==> src/rtl/alu_pkg.sv <==
`default_nettype none
//------------------------------------------------------------------------------
// alu_pkg -- shared ALU opcode encodings, legality check, slot state type (rev 1.0)
//------------------------------------------------------------------------------
package alu_pkg;

  localparam int XLEN = 32;

  localparam logic [3:0] ALU_ADD  = 4'b0000;
  localparam logic [3:0] ALU_SUB  = 4'b0001;
  localparam logic [3:0] ALU_OR   = 4'b0010;
  localparam logic [3:0] ALU_AND  = 4'b0011;
  localparam logic [3:0] ALU_XOR  = 4'b0100;
  localparam logic [3:0] ALU_SLT  = 4'b0101;
  localparam logic [3:0] ALU_SLL  = 4'b0110;
  localparam logic [3:0] ALU_SRL  = 4'b0111;
  localparam logic [3:0] ALU_SRA  = 4'b1000;
  localparam logic [3:0] ALU_SLTU = 4'b1001;
  localparam logic [3:0] ALU_LUI  = 4'b1111;

  typedef enum logic [0:0] {
    SLOT_EMPTY = 1'b0,
    SLOT_FULL  = 1'b1
  } slot_state_e;

  function automatic logic is_legal_op(input logic [3:0] op);
    case (op)
      ALU_ADD, ALU_SUB, ALU_OR, ALU_AND, ALU_XOR, ALU_SLT,
      ALU_SLL, ALU_SRL, ALU_SRA, ALU_SLTU, ALU_LUI: is_legal_op = 1'b1;
      default:                                      is_legal_op = 1'b0;
    endcase
  endfunction

endpackage
`default_nettype wire

==> src/rtl/alu_arbiter_if.sv <==
`default_nettype none
//------------------------------------------------------------------------------
// alu_arbiter_if -- one requester's request/response channel pair (rev 1.0)
//------------------------------------------------------------------------------
interface alu_arbiter_if #(
  parameter int XLEN = alu_pkg::XLEN
) ();
  logic            req_valid;
  logic            req_ready;
  logic [XLEN-1:0] req_a;
  logic [XLEN-1:0] req_b;
  logic [3:0]      req_op;
  logic            rsp_valid;
  logic            rsp_ready;
  logic [XLEN-1:0] rsp_result;
  logic            rsp_zero;
  logic            rsp_err;

  modport master (
    output req_valid, req_a, req_b, req_op, rsp_ready,
    input  req_ready, rsp_valid, rsp_result, rsp_zero, rsp_err
  );

  modport slave (
    input  req_valid, req_a, req_b, req_op, rsp_ready,
    output req_ready, rsp_valid, rsp_result, rsp_zero, rsp_err
  );
endinterface
`default_nettype wire

==> src/rtl/alu_rsp_slot.sv <==
`default_nettype none
//------------------------------------------------------------------------------
// alu_rsp_slot -- single-entry response holding register for one requester (rev 1.0)
//------------------------------------------------------------------------------
module alu_rsp_slot #(
  parameter int XLEN = alu_pkg::XLEN
) (
  input  logic            clk,
  input  logic            rst,
  input  logic            req_valid_i,
  input  logic            rsp_ready_i,
  input  logic            grant_i,
  input  logic            legal_i,
  input  logic [XLEN-1:0] alu_result_i,
  input  logic            alu_zero_i,
  output logic            eligible_o,
  output logic            rsp_valid_o,
  output logic [XLEN-1:0] rsp_result_o,
  output logic            rsp_zero_o,
  output logic            rsp_err_o
);
  import alu_pkg::*;

  slot_state_e     state_q;
  logic [XLEN-1:0] result_q;
  logic            zero_q;
  logic            err_q;

  // A full slot that drains this cycle can accept a new result at the same edge.
  assign eligible_o   = req_valid_i && ((state_q == SLOT_EMPTY) || rsp_ready_i);
  assign rsp_valid_o  = (state_q == SLOT_FULL);
  assign rsp_result_o = result_q;
  assign rsp_zero_o   = zero_q;
  assign rsp_err_o    = err_q;

  always_ff @(posedge clk) begin
    if (rst) begin
      state_q  <= SLOT_EMPTY;
      result_q <= '0;
      zero_q   <= 1'b0;
      err_q    <= 1'b0;
    end else if (grant_i) begin
      state_q  <= SLOT_FULL;
      result_q <= legal_i ? alu_result_i : '0;
      zero_q   <= legal_i && alu_zero_i;
      err_q    <= !legal_i;
    end else if ((state_q == SLOT_FULL) && rsp_ready_i) begin
      state_q  <= SLOT_EMPTY;
    end
  end

endmodule
`default_nettype wire

==> src/rtl/alu_arbiter.sv <==
`default_nettype none
//------------------------------------------------------------------------------
// alu_arbiter -- round-robin sharing of one combinational ALU by two requesters (rev 1.0)
//------------------------------------------------------------------------------
module alu_arbiter #(
  parameter int XLEN = alu_pkg::XLEN
) (
  input  logic            clk,
  input  logic            rst,
  alu_arbiter_if.slave    req0_if,
  alu_arbiter_if.slave    req1_if,
  output logic [XLEN-1:0] alu_a,
  output logic [XLEN-1:0] alu_b,
  output logic [3:0]      alu_control,
  input  logic [XLEN-1:0] alu_result,
  input  logic            alu_zero
);
  import alu_pkg::*;

  logic            elig0;
  logic            elig1;
  logic            grant0;
  logic            grant1;
  logic            legal;
  logic            last_grant_q;
  logic            last_grant_d;
  logic [XLEN-1:0] sel_a;
  logic [XLEN-1:0] sel_b;
  logic [3:0]      sel_op;

  always_comb begin
    // last_grant_q = 1 means requester 1 won most recently, so 0 wins a tie.
    grant0       = !rst && elig0 && (!elig1 || last_grant_q);
    grant1       = !rst && elig1 && (!elig0 || !last_grant_q);
    sel_a        = grant1 ? req1_if.req_a  : req0_if.req_a;
    sel_b        = grant1 ? req1_if.req_b  : req0_if.req_b;
    sel_op       = grant1 ? req1_if.req_op : req0_if.req_op;
    legal        = (grant0 || grant1) && is_legal_op(sel_op);
    alu_a        = legal ? sel_a  : '0;
    alu_b        = legal ? sel_b  : '0;
    alu_control  = legal ? sel_op : ALU_ADD;
    last_grant_d = grant0 ? 1'b0 : (grant1 ? 1'b1 : last_grant_q);
  end

  always_ff @(posedge clk) begin
    if (rst) begin
      last_grant_q <= 1'b1;
    end else begin
      last_grant_q <= last_grant_d;
    end
  end

  assign req0_if.req_ready = grant0;
  assign req1_if.req_ready = grant1;

  alu_rsp_slot #(.XLEN(XLEN)) u_slot0 (
    .clk          (clk),
    .rst          (rst),
    .req_valid_i  (req0_if.req_valid),
    .rsp_ready_i  (req0_if.rsp_ready),
    .grant_i      (grant0),
    .legal_i      (legal),
    .alu_result_i (alu_result),
    .alu_zero_i   (alu_zero),
    .eligible_o   (elig0),
    .rsp_valid_o  (req0_if.rsp_valid),
    .rsp_result_o (req0_if.rsp_result),
    .rsp_zero_o   (req0_if.rsp_zero),
    .rsp_err_o    (req0_if.rsp_err)
  );

  alu_rsp_slot #(.XLEN(XLEN)) u_slot1 (
    .clk          (clk),
    .rst          (rst),
    .req_valid_i  (req1_if.req_valid),
    .rsp_ready_i  (req1_if.rsp_ready),
    .grant_i      (grant1),
    .legal_i      (legal),
    .alu_result_i (alu_result),
    .alu_zero_i   (alu_zero),
    .eligible_o   (elig1),
    .rsp_valid_o  (req1_if.rsp_valid),
    .rsp_result_o (req1_if.rsp_result),
    .rsp_zero_o   (req1_if.rsp_zero),
    .rsp_err_o    (req1_if.rsp_err)
  );

endmodule
`default_nettype wire
==> src/flat_wrapper.sv <==
// flat-port wrapper written by rule: the top's interface ports become plain ports
module alu_arbiter_flat import alu_pkg::*;
#(
  parameter int XLEN = alu_pkg::XLEN
)
  (clk, rst, alu_a, alu_b, alu_control, alu_result, alu_zero, req0_if_req_valid, req0_if_req_a, req0_if_req_b, req0_if_req_op, req0_if_rsp_ready, req0_if_req_ready, req0_if_rsp_valid, req0_if_rsp_result, req0_if_rsp_zero, req0_if_rsp_err, req1_if_req_valid, req1_if_req_a, req1_if_req_b, req1_if_req_op, req1_if_rsp_ready, req1_if_req_ready, req1_if_rsp_valid, req1_if_rsp_result, req1_if_rsp_zero, req1_if_rsp_err);
  alu_arbiter_if #(.XLEN(XLEN)) req0_if_i ();
  alu_arbiter_if #(.XLEN(XLEN)) req1_if_i ();
  input  logic clk;
  input  logic rst;
  output logic [XLEN-1:0] alu_a;
  output logic [XLEN-1:0] alu_b;
  output logic [3:0] alu_control;
  input  logic [XLEN-1:0] alu_result;
  input  logic alu_zero;
  input wire logic [$bits(req0_if_i.req_valid)-1:0] req0_if_req_valid;
  input wire logic [$bits(req0_if_i.req_a)-1:0] req0_if_req_a;
  input wire logic [$bits(req0_if_i.req_b)-1:0] req0_if_req_b;
  input wire logic [$bits(req0_if_i.req_op)-1:0] req0_if_req_op;
  input wire logic [$bits(req0_if_i.rsp_ready)-1:0] req0_if_rsp_ready;
  output wire logic [$bits(req0_if_i.req_ready)-1:0] req0_if_req_ready;
  output wire logic [$bits(req0_if_i.rsp_valid)-1:0] req0_if_rsp_valid;
  output wire logic [$bits(req0_if_i.rsp_result)-1:0] req0_if_rsp_result;
  output wire logic [$bits(req0_if_i.rsp_zero)-1:0] req0_if_rsp_zero;
  output wire logic [$bits(req0_if_i.rsp_err)-1:0] req0_if_rsp_err;
  input wire logic [$bits(req1_if_i.req_valid)-1:0] req1_if_req_valid;
  input wire logic [$bits(req1_if_i.req_a)-1:0] req1_if_req_a;
  input wire logic [$bits(req1_if_i.req_b)-1:0] req1_if_req_b;
  input wire logic [$bits(req1_if_i.req_op)-1:0] req1_if_req_op;
  input wire logic [$bits(req1_if_i.rsp_ready)-1:0] req1_if_rsp_ready;
  output wire logic [$bits(req1_if_i.req_ready)-1:0] req1_if_req_ready;
  output wire logic [$bits(req1_if_i.rsp_valid)-1:0] req1_if_rsp_valid;
  output wire logic [$bits(req1_if_i.rsp_result)-1:0] req1_if_rsp_result;
  output wire logic [$bits(req1_if_i.rsp_zero)-1:0] req1_if_rsp_zero;
  output wire logic [$bits(req1_if_i.rsp_err)-1:0] req1_if_rsp_err;
  assign req0_if_i.req_valid = req0_if_req_valid;
  assign req0_if_i.req_a = req0_if_req_a;
  assign req0_if_i.req_b = req0_if_req_b;
  assign req0_if_i.req_op = req0_if_req_op;
  assign req0_if_i.rsp_ready = req0_if_rsp_ready;
  assign req0_if_req_ready = req0_if_i.req_ready;
  assign req0_if_rsp_valid = req0_if_i.rsp_valid;
  assign req0_if_rsp_result = req0_if_i.rsp_result;
  assign req0_if_rsp_zero = req0_if_i.rsp_zero;
  assign req0_if_rsp_err = req0_if_i.rsp_err;
  assign req1_if_i.req_valid = req1_if_req_valid;
  assign req1_if_i.req_a = req1_if_req_a;
  assign req1_if_i.req_b = req1_if_req_b;
  assign req1_if_i.req_op = req1_if_req_op;
  assign req1_if_i.rsp_ready = req1_if_rsp_ready;
  assign req1_if_req_ready = req1_if_i.req_ready;
  assign req1_if_rsp_valid = req1_if_i.rsp_valid;
  assign req1_if_rsp_result = req1_if_i.rsp_result;
  assign req1_if_rsp_zero = req1_if_i.rsp_zero;
  assign req1_if_rsp_err = req1_if_i.rsp_err;
  alu_arbiter #(.XLEN(XLEN)) u_core (.clk(clk), .rst(rst), .req0_if(req0_if_i), .req1_if(req1_if_i), .alu_a(alu_a), .alu_b(alu_b), .alu_control(alu_control), .alu_result(alu_result), .alu_zero(alu_zero));
endmodule
==> config.mk <==
export PLATFORM = sky130hd
export DESIGN_NAME = alu_arbiter_flat
export DESIGN_NICKNAME = d
export VERILOG_FILES = /design/src/rtl/alu_pkg.sv /design/src/rtl/alu_arbiter_if.sv /design/src/rtl/alu_rsp_slot.sv /design/src/rtl/alu_arbiter.sv /design/src/flat_wrapper.sv
export SDC_FILE = /design/constraint.sdc
export NUM_CORES = 1
export LEC_CHECK = 0
export CAP_MARGIN = 20
export CORE_MARGIN = 5
export CORE_UTILIZATION = 28
export DETAILED_ROUTE_END_ITERATION = 10
export HOLD_SLACK_MARGIN = 0.06
export PLACE_DENSITY = 0.82
export SETUP_SLACK_MARGIN = 0.05
export SLEW_MARGIN = 15
export SYNTH_ARGS = -nofsm -noshare
export SYNTH_HDL_FRONTEND = slang
export SYNTH_SLANG_ARGS = --single-unit
==> constraint.sdc <==
create_clock -name clk -period 1.5 [get_ports clk]
set_clock_uncertainty 0.1 [all_clocks]
set_input_delay 0.15 -clock clk [delete_from_list [all_inputs] [get_ports clk]]
set_output_delay 0.15 -clock clk [all_outputs]
set_load 0.01 [all_outputs]
# Yosys cells after proc, flatten, opt, wreduce, memory -nomap -nowiden
# Memories as Yosys holds them, arrays and structs flattened.
# Index checks and enable logic that the tools add are counted.
op_classes:
  muxes: 13
  bitwise: 2
  reduce_logical: 23
ops:
  columns: ["op", "n"]
  rows:
  - ["$mux 32", 5]
  - ["$logic_and 1x1->1", 10]
  - ["$mux 4", 2]
  - ["$mux 1", 6]
  - ["$reduce_bool 2->1", 3]
  - ["$logic_not 1->1", 5]
  - ["$logic_or 1x1->1", 5]
  - ["$not 1->1", 2]
totals:
  ff_bits: 71
  mem_bits_ro: 16
  in_bits: 175
  output_inout_bits: 140
  word_cells: 48
  mem_count: 1
memory_table:
  columns: ["memory", "words", "word_bits", "read_ports", "rd_ports_with_merged_regs", "write_ports", "line", "text"]
  rows:
  - ["(no name shown)", 16, 1, 1, 0, 0, "alu_pkg.sv:27", "case (op)"]

# Depth between registers and ports, before layout
# Gate-level depths: netlist of run 1.
# An unclocked memory read counts as a cell.
depth:
  depth_word: 10
  ltp_mapped: 6
  mapped_depth_nobuf: 4

# Hierarchy
# A second synthesis of run 1 with hierarchy kept.
hier_totals:
  cells_unflattened: 572
  area_unflattened_um2: 4446.8
by_module_without_submodules:
  columns: ["module", "instances", "cells_per_inst", "area_each_um2", "seq_area_each_um2"]
  rows:
  - ["alu_rsp_slot", 2, 156, 1481.4, 700.7]
  - ["alu_arbiter", 1, 260, 1483.9, 20.0]

# Worst setup path before layout of run 1
# OpenSTA, ideal clock, no wires.
synth_timing:
  path_type: "reg2out"
  start: "reg u_core.u_slot1.state_q, in the netlist u_core.u_slot1.rsp_valid_o"
  end: "out alu_a[21]"
  arrival_ns: 1.557
  required_time_ns: 1.250
  slack_ns: -0.307
  path_stages_with_launch: 7
  n_path_buf: 2
  path_cell_list: "dfxtp_1 > nor2b_2 > o311ai_4 > o22a_1 > buf_6 > buf_6 > nor3_1"
synth_via:
  elab_chain_len: 9
  word_cells_on_any_way: 14
  classes_between: "3 x mux; 1 x bitwise; 9 x reduce/logical; 1 x memory"
synth_lines:
  columns: ["item", "line", "text"]
  rows:
  - ["from (decl)", "alu_rsp_slot.sv:24", "slot_state_e state_q;"]
  - ["from (signal assigned)", "alu_rsp_slot.sv:38", "state_q <= SLOT_EMPTY;"]
  - ["from (signal assigned)", "alu_rsp_slot.sv:43", "state_q <= SLOT_FULL;"]
  - ["from (signal assigned)", "alu_rsp_slot.sv:48", "state_q <= SLOT_EMPTY;"]
  - ["$not 1->1 (*)", "alu_rsp_slot.sv:30", "assign eligible_o = req_valid_i && ((state_q == SLOT_EMPTY) || rsp_ready_i);"]
  - ["$logic_or 1x1->1 (*)", "alu_rsp_slot.sv:30", null]
  - ["$logic_and 1x1->1 (*)", "alu_rsp_slot.sv:30", null]
  - ["$logic_and 1x1->1 / $logic_not 1->1 (equally long branches)", "alu_arbiter.sv:34, alu_arbiter.sv:33", null]
  - ["$logic_and 1x1->1 / $logic_or 1x1->1 (equally long branches)", "alu_arbiter.sv:34, alu_arbiter.sv:33", null]
  - ["$mux 4 / $logic_and 1x1->1 (equally long branches)", "alu_arbiter.sv:37, alu_arbiter.sv:33", null]
  - ["$mem_v2 16x1 / $logic_or 1x1->1 (equally long branches)", null, null]
  - ["$logic_and 1x1->1", "alu_arbiter.sv:38", "legal = (grant0 || grant1) && is_legal_op(sel_op);"]
  - ["$mux 32 (*)", "alu_arbiter.sv:39", "alu_a = legal ? sel_a : '0;"]
  - ["to (decl)", "flat_wrapper.sv:11", "output logic [XLEN-1:0] alu_a;"]
# Mark *: on every way between the ends. The rest lies on a longest branch, timed or not.

# Final worst setup path of run 1
layout_timing:
  start: "reg u_core.u_slot0.state_q, in the netlist u_core.u_slot0.rsp_valid_o"
  end: "out alu_control[1]"
layout_via:
  elab_chain_len: 10
  word_cells_on_any_way: 13
  classes_between: "2 x mux; 1 x bitwise; 9 x reduce/logical; 1 x memory"
layout_lines:
  columns: ["item", "line", "text"]
  rows:
  - ["from (decl)", "alu_rsp_slot.sv:24", null]
  - ["from (signal assigned)", "alu_rsp_slot.sv:38", null]
  - ["from (signal assigned)", "alu_rsp_slot.sv:43", null]
  - ["from (signal assigned)", "alu_rsp_slot.sv:48", null]
  - ["$not 1->1 (*)", "alu_rsp_slot.sv:30", null]
  - ["$logic_or 1x1->1 (*)", "alu_rsp_slot.sv:30", null]
  - ["$logic_and 1x1->1 (*)", "alu_rsp_slot.sv:30", null]
  - ["$logic_not 1->1", "alu_arbiter.sv:34", "grant1 = !rst && elig1 && (!elig0 || !last_grant_q);"]
  - ["$logic_or 1x1->1", "alu_arbiter.sv:34", null]
  - ["$logic_and 1x1->1", "alu_arbiter.sv:34", null]
  - ["$mux 4", "alu_arbiter.sv:37", "sel_op = grant1 ? req1_if.req_op : req0_if.req_op;"]
  - ["$mem_v2 16x1", null, null]
  - ["$logic_and 1x1->1", "alu_arbiter.sv:38", null]
  - ["$mux 4 (*)", "alu_arbiter.sv:41", "alu_control = legal ? sel_op : ALU_ADD;"]
  - ["to (decl)", "flat_wrapper.sv:13", "output logic [3:0] alu_control;"]
# Marks and branches as above.

==> results of run 1 <==
[Yosys cell counts, drive strengths merged]
library cell   n
dfxtp         71
mux2i         69
nor3          69
a22o          67
buf           29
clkbuf         8
inv            3
nor2           3
o21ai          3
a21oi          2
a31oi          2
and2           2
nand2          2
nand2b         2
nor2b          2
o2111ai        1
o211ai         1
o22a           1
o311ai         1
o31ai          1
[sequential cells by signal (all words and copies together) (netlist names)]
name	flops
u_core.u_slot0.rsp_result_o	32
u_core.u_slot1.rsp_result_o	32
u_core.last_grant_q	1
u_core.u_slot0.rsp_err_o	1
u_core.u_slot0.rsp_valid_o	1
u_core.u_slot0.rsp_zero_o	1
u_core.u_slot1.rsp_err_o	1
u_core.u_slot1.rsp_valid_o	1
u_core.u_slot1.rsp_zero_o	1
[stage by stage]
stage	power [mW]	worst slack [ns]	utilization, %	instance area (sq um)
after floorplan	2.950	-0.1419	-	3866
after global placement	4.071	-1.102	60.94	7351
after detailed placement	4.101	-1.095	60.94	7351
after CTS	6.269	-0.7659	63.81	7696
after global routing	6.602	-0.8402	67.24	8110
final	6.354	-0.7972	67.24	8110
[final timing paths]
check,from,end,slack [ns],depth (start not counted)
setup reg to reg,u_core.u_slot0.rsp_valid_o,u_core.u_slot1.rsp_result_o[28],-0.32,8
hold / removal,rst,u_core.u_slot0.rsp_valid_o,0.13,3
hold reg to reg,u_core.u_slot1.rsp_result_o[9],u_core.u_slot1.rsp_result_o[9],0.37,1
setup / recovery,u_core.u_slot0.rsp_valid_o,alu_control[1],-0.80,6
[worst max-delay path, stage by stage (launching register included)]
cell and delay, ns:
dfxtp_2 0.34, nor2b_4 0.17, o211ai_1 0.16, o22a_4 0.30
buf_12 0.18, nor3_1 0.28, clkdlybuf4s15_2 0.28
[cell type report]
cell class	count	area, sq um
Antenna cell	1	2.502
Timing Repair Buffer	369	3887
Fill cell	875	3951
Sequential cell	71	1425
Multi-Input combinational cell	228	2263
Clock inverter	4	55.05
Clock buffer	11	252.7
Inverter	3	13.76
Tap cell	168	210.2
[report_power, final]
part	internal (mW)	switching (mW)	leakage [nW]	total, mW
clock network	1.37	0.784	0.148	2.16
registers	2.00	0.0623	0.581	2.06
logic	1.23	0.906	3.90	2.13
total	4.60	1.75	4.63	6.35
[routing by layer]
layer	vias to the layer above	routed length [microns]	part of all wire, %
met5	-	0	0
met4	0	389	2.1
met3	28	1467	8.0
met2	208	9805	54
met1	2027	6563	36
li1	1989	-	-
[what timing repair did]
item	4_1_cts	5_1_grt
cloned	3	6
endpoints found under the setup margin	207	208
resized for setup	197	125
hold buffers	0	0
setup buffers	1	9
pin swaps	2	6
[cells by family (layout without fill, tap and decap cells)]
kind of cell | Yosys count | after routing | share of synthesized area (%)
and+or+nand+nor | 80 | 80 | 12.16
other | 0 | 1 | 0
AOI/OAI and AO/OA | 79 | 79 | 19.70
DFF | 71 | 71 | 40.98
muxes | 69 | 69 | 19.91
buffers and inverters | 40 | 387 | 7.251
==> out/qor.csv, run 1 <==
stage,metric,value,unit
floorplan,Initial Util,28.76,%
clock_tree,clock slew at reported path FFs,0.05,ns
clock_tree,Root Buffer,clkbuf_16,
route,DRC violations left,0,
route,DRT iter0 DRCs,199,
clock_tree,clock sink total,71,
status,violated checks,setup timing,
timing,Slew Limit Fails,0,
timing,Setup-failing EPs final,137,
global_routing,GR peak layer,met2,
power_and_ir_drop,Pleak,4.631,nW
route,WL final,18230,microns
layout,"commonest non-fill, non-tap cell in the layout",clkdlybuf4s50_1,
clock_tree,CTS tree,built,
timing,unrepaired setup endpoints after global routing,yes,
status,status,"complete, but fails checks",
timing,fin crit period,2.297,ns
hold_path,Min-Delay Path Class,primary input to register,
synthesis,"Seq/Total Area, Yosys",40.98,%
route,First-pass DRT Iterations,4,
clock_tree,clk buf depth,2,
global_routing,met1 Use GR,22.71,%
synthesis,share of the synthesized area in the top cell type,40.98,%
power_and_ir_drop,pwr/cell area,783.4,nW/um^2
synthesis,post-synthesis cell type count,26,
floorplan,die width,121.3,microns
floorplan,die area,14710,sq um
synthesis,"area leader, netlist",dfxtp_1,
synthesis,Yosys Warn Count,0,
timing,Max Fclk,0.4353,GHz
timing,final hold slack,0.1309,ns
place,# port buffers,314,
floorplan,Core ar.,12060,sq um
layout,share of cells above drive strength 1,26.38,%
floorplan,I/O pin cnt,315,
route,post-route ant nets,0,
global_routing,pin count of the biggest net entering global routing,50,
timing,Fin Setup TNS,-60.00,ns
worst_setup_path,CP required,1.25,ns
place,placed cell count,820,
timing,Final WS setup,-0.7972,ns
layout,post-synthesis to final-layout area growth,133.8,%
global_routing,global-route wire length before repair,25180,microns
timing,worst-margin pin slew,0.3852,ns
synthesis,synthesized area,3468,sq um
global_routing,gr ovfl total,0,
synthesis,Syn Inst Count,339,
clock_tree,CTS Buf Count,9,
worst_setup_path,Worst setup EP type,output port,
place,GPL Wtd Cong,0.9053,
global_routing,Total GRT Usage,22.07,%
worst_setup_path,Worst setup SP type,register,
synthesis,Yosys reg bits,71,
timing,Fin. Hold Viols,0,
global_routing,M3 GR Usage,7.506,%
route,Wirelength per Cell,21.32,microns
synthesis,Synth area leaders,"dfxtp_1 (41%), mux2i_1 (20%), a22o_1 (17%)",
global_routing,initial antenna violation count,1,
worst_setup_path,Worst Path Max Fanout,20,
floorplan,# rows,40,
floorplan,Die H,121.3,microns
layout,Layout Nets,857,
layout,Non-Filler Instances,855,
synthesis,post-synthesis net count,514,
synthesis,Syn Area/Cell,10.23,sq um
timing,slew margin rel.,74.24,%
layout,most frequent cells in the layout,"clkdlybuf4s50_1 (172), dlymetal6s2s_1 (71), dfxtp_1 (68)",
job,max-cap viol count,0,
global_routing,met2 GRT Util,41.76,%
route,Vias,4252,
power_and_ir_drop,maximum VDD drop,0.5261,mV
global_routing,vias in the first global route,4485,
clock_tree,H-tree Lvls,3,
place,DP HPWL,13500,microns
worst_setup_path,Critical Path AT,2.05,ns
worst_setup_path,crit path kind,register to output port,
route,vias per cell,4.973,
clock_tree,Worst-Skew Late Latency,0.33,ns
timing,crit share post-route,153.1,%
Power figures use the tool's default switching activity.
==> run 2, diff against run 1 <==
- CORE_AREA: unset -> 5 5 119 121
- CORE_MARGIN: 5 -> unset
- CORE_UTILIZATION: 28 -> unset
- CTS_BUF_LIST: unset -> sky130_fd_sc_hd__clkbuf_4
- DIE_AREA: unset -> 0 0 124 126
- PLACE_DENSITY: 0.82 -> 0.8
==> out/qor.csv, run 2 (synthesis results as in run 1) <==
stage,metric,value,unit,change
hold_path,Min-Delay Path Class,primary input to register,,
worst_setup_path,R2R Setup Slk,-0.53,ns,-0.21 ns
floorplan,# rows,42,,+5.0%
global_routing,initial antenna violation count,1,,unchanged
worst_setup_path,crit path kind,register to output port,,
layout,"commonest non-fill, non-tap cell in the layout",clkdlybuf4s50_1,,
worst_setup_path,crit path cell chain,"nor2b_4, o311ai_4, o22a_2, buf_12, buf_6, nor3_4, buf_2",,
clock_tree,clk buf depth,2,,unchanged
route,DRT iter0 DRCs,170,,-15%
worst_setup_path,Worst Path Max Fanout,7,,-65%
clock_tree,H-tree Lvls,3,,unchanged
clock_tree,CTS tree,built,,
global_routing,vias in the first global route,4646,,+3.6%
worst_setup_path,worst path bufs/invs,3,,+1
clock_tree,clock sink total,71,,unchanged
timing,Setup-failing EPs final,184,,+34%
route,Wirelength per Cell,20.99,microns,-1.5%
job,max-cap viol count,0,,unchanged
power_and_ir_drop,pwr/cell area,677.4,nW/um^2,-14%
route,vias per cell,4.936,,-0.75%
route,WL final,18300,microns,+0.42%
hold_path,Hold Path Depth,5,,+2
timing,Final WS setup,-0.8226,ns,-0.02539 ns
floorplan,die area,15620,sq um,+6.2%
floorplan,Initial Util,26.72,%,-2.0 points
power_and_ir_drop,switching power,1.697,mW,-3.2%
layout,"Design Area, Final",8157,sq um,+0.57%
worst_setup_path,CP top delay family,compound AO/OA/AOI/OAI gates,,
worst_setup_path,CP required,1.25,ns,about the same
layout,post-synthesis to final-layout area growth,135.2,%,
power_and_ir_drop,Pleak,3.765,nW,-19%
worst_setup_path,Critical Path AT,2.07,ns,+0.02 ns
floorplan,Core ar.,12980,sq um,+7.6%
power_and_ir_drop,Comb pwr share,41.7,%,+8.1 points
place,GPL Wtd Cong,0.8919,,-1.5%
floorplan,I/O pin cnt,315,,unchanged
worst_setup_path,Critical Path Stages,7,,+1
worst_setup_path,Worst setup EP type,output port,,
global_routing,pin count of the biggest net entering global routing,70,,+40%
clock_tree,CTS Buf Count,9,,unchanged
timing,unrepaired setup endpoints after global routing,yes,,
place,# port buffers,314,,unchanged
timing,crit share post-route,154.8,%,+1.7 points
worst_setup_path,worst r2r path cells,10,,+2
power_and_ir_drop,Design Power,5.525,mW,-13%
layout,share of cells above drive strength 1,32.95,%,+6.6 points
power_and_ir_drop,Clk pwr share,21.0,%,-13 points
route,DRC violations left,0,,unchanged
floorplan,die width,124,microns,+2.2%
clock_tree,Root Buffer,clkbuf_4,,
route,Vias,4304,,+1.2%
global_routing,gr ovfl total,0,,unchanged
status,violated checks,setup timing,,
route,post-route ant nets,0,,unchanged
worst_setup_path,worst stage delay on the critical path,0.37,ns,+0.03 ns
layout,most frequent cells in the layout,"clkdlybuf4s50_1 (219), dfxtp_1 (68), a22o_1 (67)",,
power_and_ir_drop,total internal power,3.828,mW,-17%
place,Placed Area,7341,sq um,-0.14%
place,DP HPWL,13610,microns,+0.84%
timing,slew margin rel.,65.19,%,-9.0 points
global_routing,Total GRT Usage,21.61,%,-0.46 points
timing,worst-margin pin slew,0.5197,ns,+0.1345 ns
clock_tree,Worst-Skew Late Latency,0.41,ns,+0.08 ns
clock_tree,clock slew at reported path FFs,0.11,ns,+0.06 ns
power_and_ir_drop,maximum VDD drop,0.3124,mV,-41%
floorplan,Die H,126,microns,+3.9%
timing,Max Fclk,0.4306,GHz,-1.1%
layout,Layout Nets,865,,+0.93%
timing,fin crit period,2.323,ns,+0.02539 ns
route,First-pass DRT Iterations,4,,unchanged
worst_setup_path,crit path max-delay cell type,o311ai_4,,
status,status,"complete, but fails checks",,
power_and_ir_drop,Flop pwr share,37.3,%,+4.8 points
timing,Fin. Hold Viols,0,,unchanged
power_and_ir_drop,Net Sw Frac,30.71,%,+3.1 points
timing,Slew Limit Fails,0,,unchanged
worst_setup_path,Worst setup SP type,register,,
global_routing,global-route wire length before repair,26140,microns,+3.8%
layout,FILL cells,1031,,+18%
-- run 2: power groups by stage --
stage               combinational, mW  clock, mW  sequential, mW
finish                           2.31       1.16            2.06
global route                     2.43       1.29            2.08
CTS                              2.14       1.20            2.06
detailed placement               2.00          0            2.10
global placement                 1.98          0            2.10
floorplan                       0.802          0            2.15
-- run 2: area by class of cell --
cell class / count / area, sq um / share of cell area [%]
sequential: 71 / 1425 / 17.47
clock inverter: 7 / 63.81 / 0.7823
multi-input combinational: 229 / 2577 / 31.60
clock buffer: 9 / 67.56 / 0.8283
antenna: 1 / 2.502 / 0.03068
timing repair buffer: 376 / 3786 / 46.42
tap: 176 / 220.2 / 2.700
inverter: 3 / 13.76 / 0.1687
-- run 2: metrics by stage --
stage / setup TNS [ns] / utilization, % / hold slack, ns / instances / worst slack, ns
2_1_floorplan: -8.815 / - / 0.1826 / 339 / -0.1419
3_3_place_gp: -116.95 / 56.55 / 0.3546 / 827 / -1.164
3_5_place_dp: -118.86 / 56.55 / 0.3532 / 827 / -1.130
4_1_cts: -79.03 / 59.79 / -0.06905 / 853 / -0.9168
5_1_grt: -95.11 / 62.84 / 0.1583 / 872 / -0.9008
6_report: -82.04 / 62.84 / 0.1612 / 872 / -0.8226
-- run 2: path summary, 6_finish.rpt --
kind                                   start                              end
max               u_core.u_slot1.rsp_valid_o                        alu_a[10]
max reg2reg       u_core.u_slot0.rsp_valid_o  u_core.u_slot1.rsp_result_o[16]
min reg2reg  u_core.u_slot1.rsp_result_o[31]  u_core.u_slot1.rsp_result_o[31]
min                                      rst       u_core.u_slot1.rsp_valid_o
-- run 2: what timing repair did --
action / in CTS / in global routing
cloned: 4 / 8
setup buffers: 6 / 11
endpoints found under the hold margin: 4 / 4
pin swaps: 25 / 50
setup endpoints to repair: 207 / 208
gates resized for setup: 287 / 139
-- run 2: worst reg2reg max path: stages, from the launching register on --
cell and delay [ns]:
dfxtp_2 0.34, nor2b_4 0.13, o2111ai_4 0.25, buf_12 0.20
buf_6 0.11, clkbuf_16 0.13, buf_8 0.11, nor2_4 0.04
buf_12 0.13, clkbuf_16 0.16, a22o_1 0.23
-- run 2: routing by layer --
| metal | wire length (microns) | up-vias | track usage, % |
|---|---|---|---|
| li1 | - | 2018 | - |
| met3 | 1377 | 40 | 5.605 |
| met4 | 590 | 0 | 9.794 |
| met5 | 0 | - | 0 |
| met2 | 9702 | 215 | 38.28 |
| met1 | 6632 | 2031 | 23.91 |
==> patch 1, RTL diff (config.mk and constraints of run 2) <==
Make the reset (`rst`) asynchronous in 2 clocked blocks.
--- a/src/rtl/alu_rsp_slot.sv
+++ b/src/rtl/alu_rsp_slot.sv
@@ -35,3 +35,3 @@
 
-  always_ff @(posedge clk) begin
+  always_ff @(posedge clk or posedge rst) begin
     if (rst) begin
--- a/src/rtl/alu_arbiter.sv
+++ b/src/rtl/alu_arbiter.sv
@@ -44,3 +44,3 @@
 
-  always_ff @(posedge clk) begin
+  always_ff @(posedge clk or posedge rst) begin
     if (rst) begin
Formal check against the unedited RTL: differs if rst is asserted again (counterexample within 4 cycles, from zero or initial values and one cycle with rst high); with rst held inactive, the same outputs for 10 cycles.
==> patch 1 against run 2 <==
- the run still ends with setup timing left
- setup slack got worse by 0.15 ns
- utilization rose by 10 points
- combinational power rose by 83%
- largest cell class unchanged
- design area rose by 16%
- hold slack improved by 0.030 ns
- synthesized cell count rose by 19%
- clock power barely moved
- power rose by 44%
- highest routed layer unchanged
- critical path type unchanged
- synthesized area rose by 20%
- global-route usage rose by 5.3 points
- die area did not move
- sequential share of layout area rose by 1.3 points
- sequential cell count did not move
- wire length rose by 32%
==> patch 1: results (changes against run 2) <==
synthesis:
  synth_commonest_cells: "71 x nand2_1, 70 x dfrtp_1, 61 x nor2_2, 60 x a22oi_2, 33 x a22o_1"  # was 71 x dfxtp_1, 69 x mux2i_1, 67 x a22o_1, 66 x nor3_1, 15 x buf_2
  synthCells: 404  # was 339
  netlist_top_cells_area: "dfrtp_1 42%, a22oi_2 18%, nor2_2 9.1%"  # was dfxtp_1 41%, mux2i_1 20%, a22o_1 17%
  synth_compound_area_frac: 0.3147  # was 0.1970
  yosysTopAreaCell: "dfrtp_1"  # was dfxtp_1
worst_setup_path:
  ff2ff_setup_slack_ns: -0.93  # was -0.53 ns
  crit_path_top_delay_cell: "dfstp_2"  # was o311ai_4
  cp_slowest_stage_delay_ns: 0.55  # was 0.37 ns
min_path:
  worstHoldPathCells: 3  # was 5
run_status:
  outcome: "finished with violations"  # unchanged
  violations: "setup timing"  # unchanged
pwr:
  vdd_drop_max_mv: 0.7935  # was 0.3124 mV
  p_sw_frac: 0.3512  # was 0.3071
  switching_power_uw: 2792  # was 1697 uW
  powerComb_uw: 4220  # was 2310 uW
final_layout:
  non_clock_buffer_count: 413  # was 376
  antenna_cells: 4  # was 1
  final_cells: 974  # was 872
  num-multi-input-gates: 289  # was 229
  clk_share: 0.01268  # was 0.01611
  register_area_um2: 1778  # was 1425 um^2
  drive_gt1_frac: 0.4622  # was 0.3295
timing:
  setup_ws_ns: -0.9707  # was -0.8226 ns
  setup_viol: 141  # was 184
clock_network:
  post_cts_buffers: 28  # was 6
grt:
  grt_pass1_vias: 5281  # was 4,646
  grtUsageMet3: 0.08206  # was 0.05605
  grt_util_met1: 0.2946  # was 0.2391
  grt_max_degree: 46  # was 70
route:
  vias: 5153  # was 4,304
place:
  gp_congestion: 0.9064  # was 0.8919
  post-dp-hpwl_um: 15650  # was 13,610 um
patch 1: changes by cell type in the layout (fill, tap and decap cells not counted), moves of 32 or more:
cell / run 2 / this run
dfrtp_1: 0 / 70
a22oi_2: 0 / 68
dfxtp_1: 68 / 0
nand2_1: 1 / 68
buf_6: 20 / 79
nor2_4: 1 / 51
buf_2: 63 / 16
clkdlybuf4s50_1: 219 / 174
dlymetal6s2s_1: 22 / 62
mux2i_1: 36 / 0
nor3_1: 36 / 0
a22o_1: 67 / 33
mux2i_4: 32 / 0
patch 1: through the flow:
step,util,hold slack (ns),instance area [um^2]
global route,0.7296,0.1768,9470
finish,0.7296,0.1916,9470
floorplan,-,0.1773,4297
global placement,0.5980,0.3605,7762
CTS,0.6619,0.1598,8592
detailed placement,0.5980,0.3659,7762
patch 1: worst paths after layout:
path	from	endpoint
max	u_core.last_grant_q	alu_b[5]
min	alu_result[11]	u_core.u_slot0.rsp_result_o[11]
max reg2reg	u_core.last_grant_q	u_core.u_slot0.rsp_result_o[12]
min reg2reg	u_core.u_slot0.rsp_result_o[4]	u_core.u_slot0.rsp_result_o[4]
max in group asynchronous	rst	u_core.u_slot1.rsp_result_o[13]
min in group asynchronous	rst	u_core.u_slot1.rsp_result_o[3]
patch 1: routing by layer:
metal	up-vias	routed length, um
met2	306	12430
li1	2223	-
met5	-	0
met1	2551	8114
met4	0	1260
met3	73	2407
patch 1: cells by family after synthesis:
| logic type | count (synthesis) |
|---|---|
| multiplexers | 2 |
| flip-flops | 71 |
| AND/OR/NAND/NOR | 146 |
| buffers and inverters | 44 |
| AO/OA/AOI/OAI | 141 |
patch 1: tightest hold or removal path, delay by kind of cell:
family                 cells  cell delay [ns]
AOI/OAI and AO/OA          1             0.05
buffers and inverters      1             0.42
and+or+nand+nor            1             0.08
==> patch 2, RTL diff (flow settings as in run 2) <==
Made on the original files. Change the package constant `XLEN` from 32 to 16.
--- a/src/rtl/alu_pkg.sv
+++ b/src/rtl/alu_pkg.sv
@@ -6,3 +6,3 @@
 
-  localparam int XLEN = 32;
+  localparam int XLEN = 16;
 
Ports: changed (9 resized); port bits go from 315 to 171. No check against the original RTL was run, so the function may have changed too.
==> patch 2 against run 2 <==
- the flow still finishes with violations (setup timing)
- sequential cell count is 32 lower
- synthesized area is 40% lower
- design area is 36% lower
- hold slack better by 0.14 ns
- power is 41% lower
- setup slack better by 0.085 ns
- wire length is 45% lower
- first-iteration DRC count is 72% lower
- critical endpoint is now alu_a[6]
- highest routed layer unchanged
==> patch 2: results (changes against run 2) <==
grt:
  grtUsageMet3: 0.04664  # was 0.05605
  grt_max_degree: 27  # was 70
  grt_use_total: 0.1234  # was 0.2161
  grt_pass1_wl_um: 15130  # was 26,140 um
  grt_pass1_vias: 2699  # was 4,646
  antenna_found_initial: 0  # was 1
  grt_util_met1: 0.1427  # was 0.2391
  met2_usage: 0.2148  # was 0.3828
final_layout:
  n_fill_cell: 1259  # was 1,031
  drive_gt1_frac: 0.4519  # was 0.3295
  nets: 499  # was 865
  antenna_cells: 0  # was 1
pwr:
  clkPwrFrac: 0.171  # was 0.210
  power_uw: 3241  # was 5525 uW
  p_sw_frac: 0.3301  # was 0.3071
  leakage_uw: 0.002200  # was 0.003765 uW
  vdd_drop_max_mv: 0.3749  # was 0.3124 mV
  pwr-share-comb: 0.479  # was 0.417
synthesis:
  synthesis.nets: 288  # was 514
  synthCells: 193  # was 339
  synth_commonest_cells: "39 x dfxtp_1, 37 x mux2i_1, 35 x a22o_1, 20 x nor3_2, 17 x nor3_1"  # was 71 x dfxtp_1, 69 x mux2i_1, 67 x a22o_1, 66 x nor3_1, 15 x buf_2
  synth.distinct_cells: 29  # was 26
place:
  io_buffers: 170  # was 314
  post-dp-hpwl_um: 7453  # was 13,610 um
  gp_congestion: 0.7453  # was 0.8919
  placed_area_um2: 4602  # was 7341 um^2
  dp_cells: 547  # was 827
  dp_slack_ns: -1.019  # was -1.130 ns
route:
  drt_iter0_drc: 47  # was 170
  routedLengthMet1_um: 3798  # was 6632 um
  wire_per_inst_um: 17.31  # was 20.99 um
  via_per_inst: 4.172  # was 4.936
  wl_met3_um: 1171  # was 1377 um
  routed-wl-met2_um: 4963  # was 9702 um
timing:
  setup-tns-final_ns: -31.64  # was -82.04 ns
  setup_ws_ns: -0.7379  # was -0.8226 ns
  setup_viol: 74  # was 184
  whs_ns: 0.2986  # was 0.1612 ns
  relSlewSlack: 0.7828  # was 0.6519
clock_network:
  h-tree-depth: 2  # was 3
  post_cts_buffers: 16  # was 6
  cts_resized: 262  # was 287
  cts_buffers: 5  # was 9
  clk_pin_slew_ns: 0.13  # was 0.11 ns
  worstSkewPairLatency_ns: 0.34  # was 0.41 ns
run_status:
  violations: "setup timing"  # unchanged
  outcome: "finished with violations"  # unchanged
worst_setup_path:
  crit_path_top_delay_cell: "dfxtp_2"  # was o311ai_4
  worstReg2RegStart: "u_core.last_grant_q"  # was u_core.u_slot0.rsp_valid_o
  critPathArrivalTime_ns: 1.99  # was 2.07 ns
  ff2ff_setup_slack_ns: -0.32  # was -0.53 ns
  setup.worst_path.start: "u_core.u_slot0.rsp_valid_o"  # was u_core.u_slot1.rsp_valid_o
  path_max_fanout: 9  # was 7
  r2r_cells: 8  # was 10
min_path:
  worstHoldPathCells: 6  # was 5
==> patch 2: cell count changes in the layout (fill, tap and decap cells not counted), moves of 4 or more <==
cell | run 2 | this run
a22o_1 | 67 | 35
clkdlybuf4s50_1 | 219 | 93
clkbuf_4 | 9 | 5
nor3_1 | 36 | 0
nor3_2 | 7 | 2
nor3_4 | 26 | 35
mux2i_1 | 36 | 5
dlymetal6s2s_1 | 22 | 0
clkbuf_16 | 7 | 0
buf_2 | 63 | 29
dlygate4sd2_1 | 0 | 37
mux2i_4 | 32 | 28
dfxtp_1 | 68 | 36
==> patch 2: area by class of cell <==
class	instances	area, um^2	share of cell area
repair buffers	223	2272	0.4376
well taps	176	220.2	0.04241
multi-input cells	132	1846	0.3554
clock inverters	3	18.77	0.003614
clock buffers	5	37.54	0.007229
inverters	3	11.26	0.002169
flip-flops and latches	39	787.0	0.1516
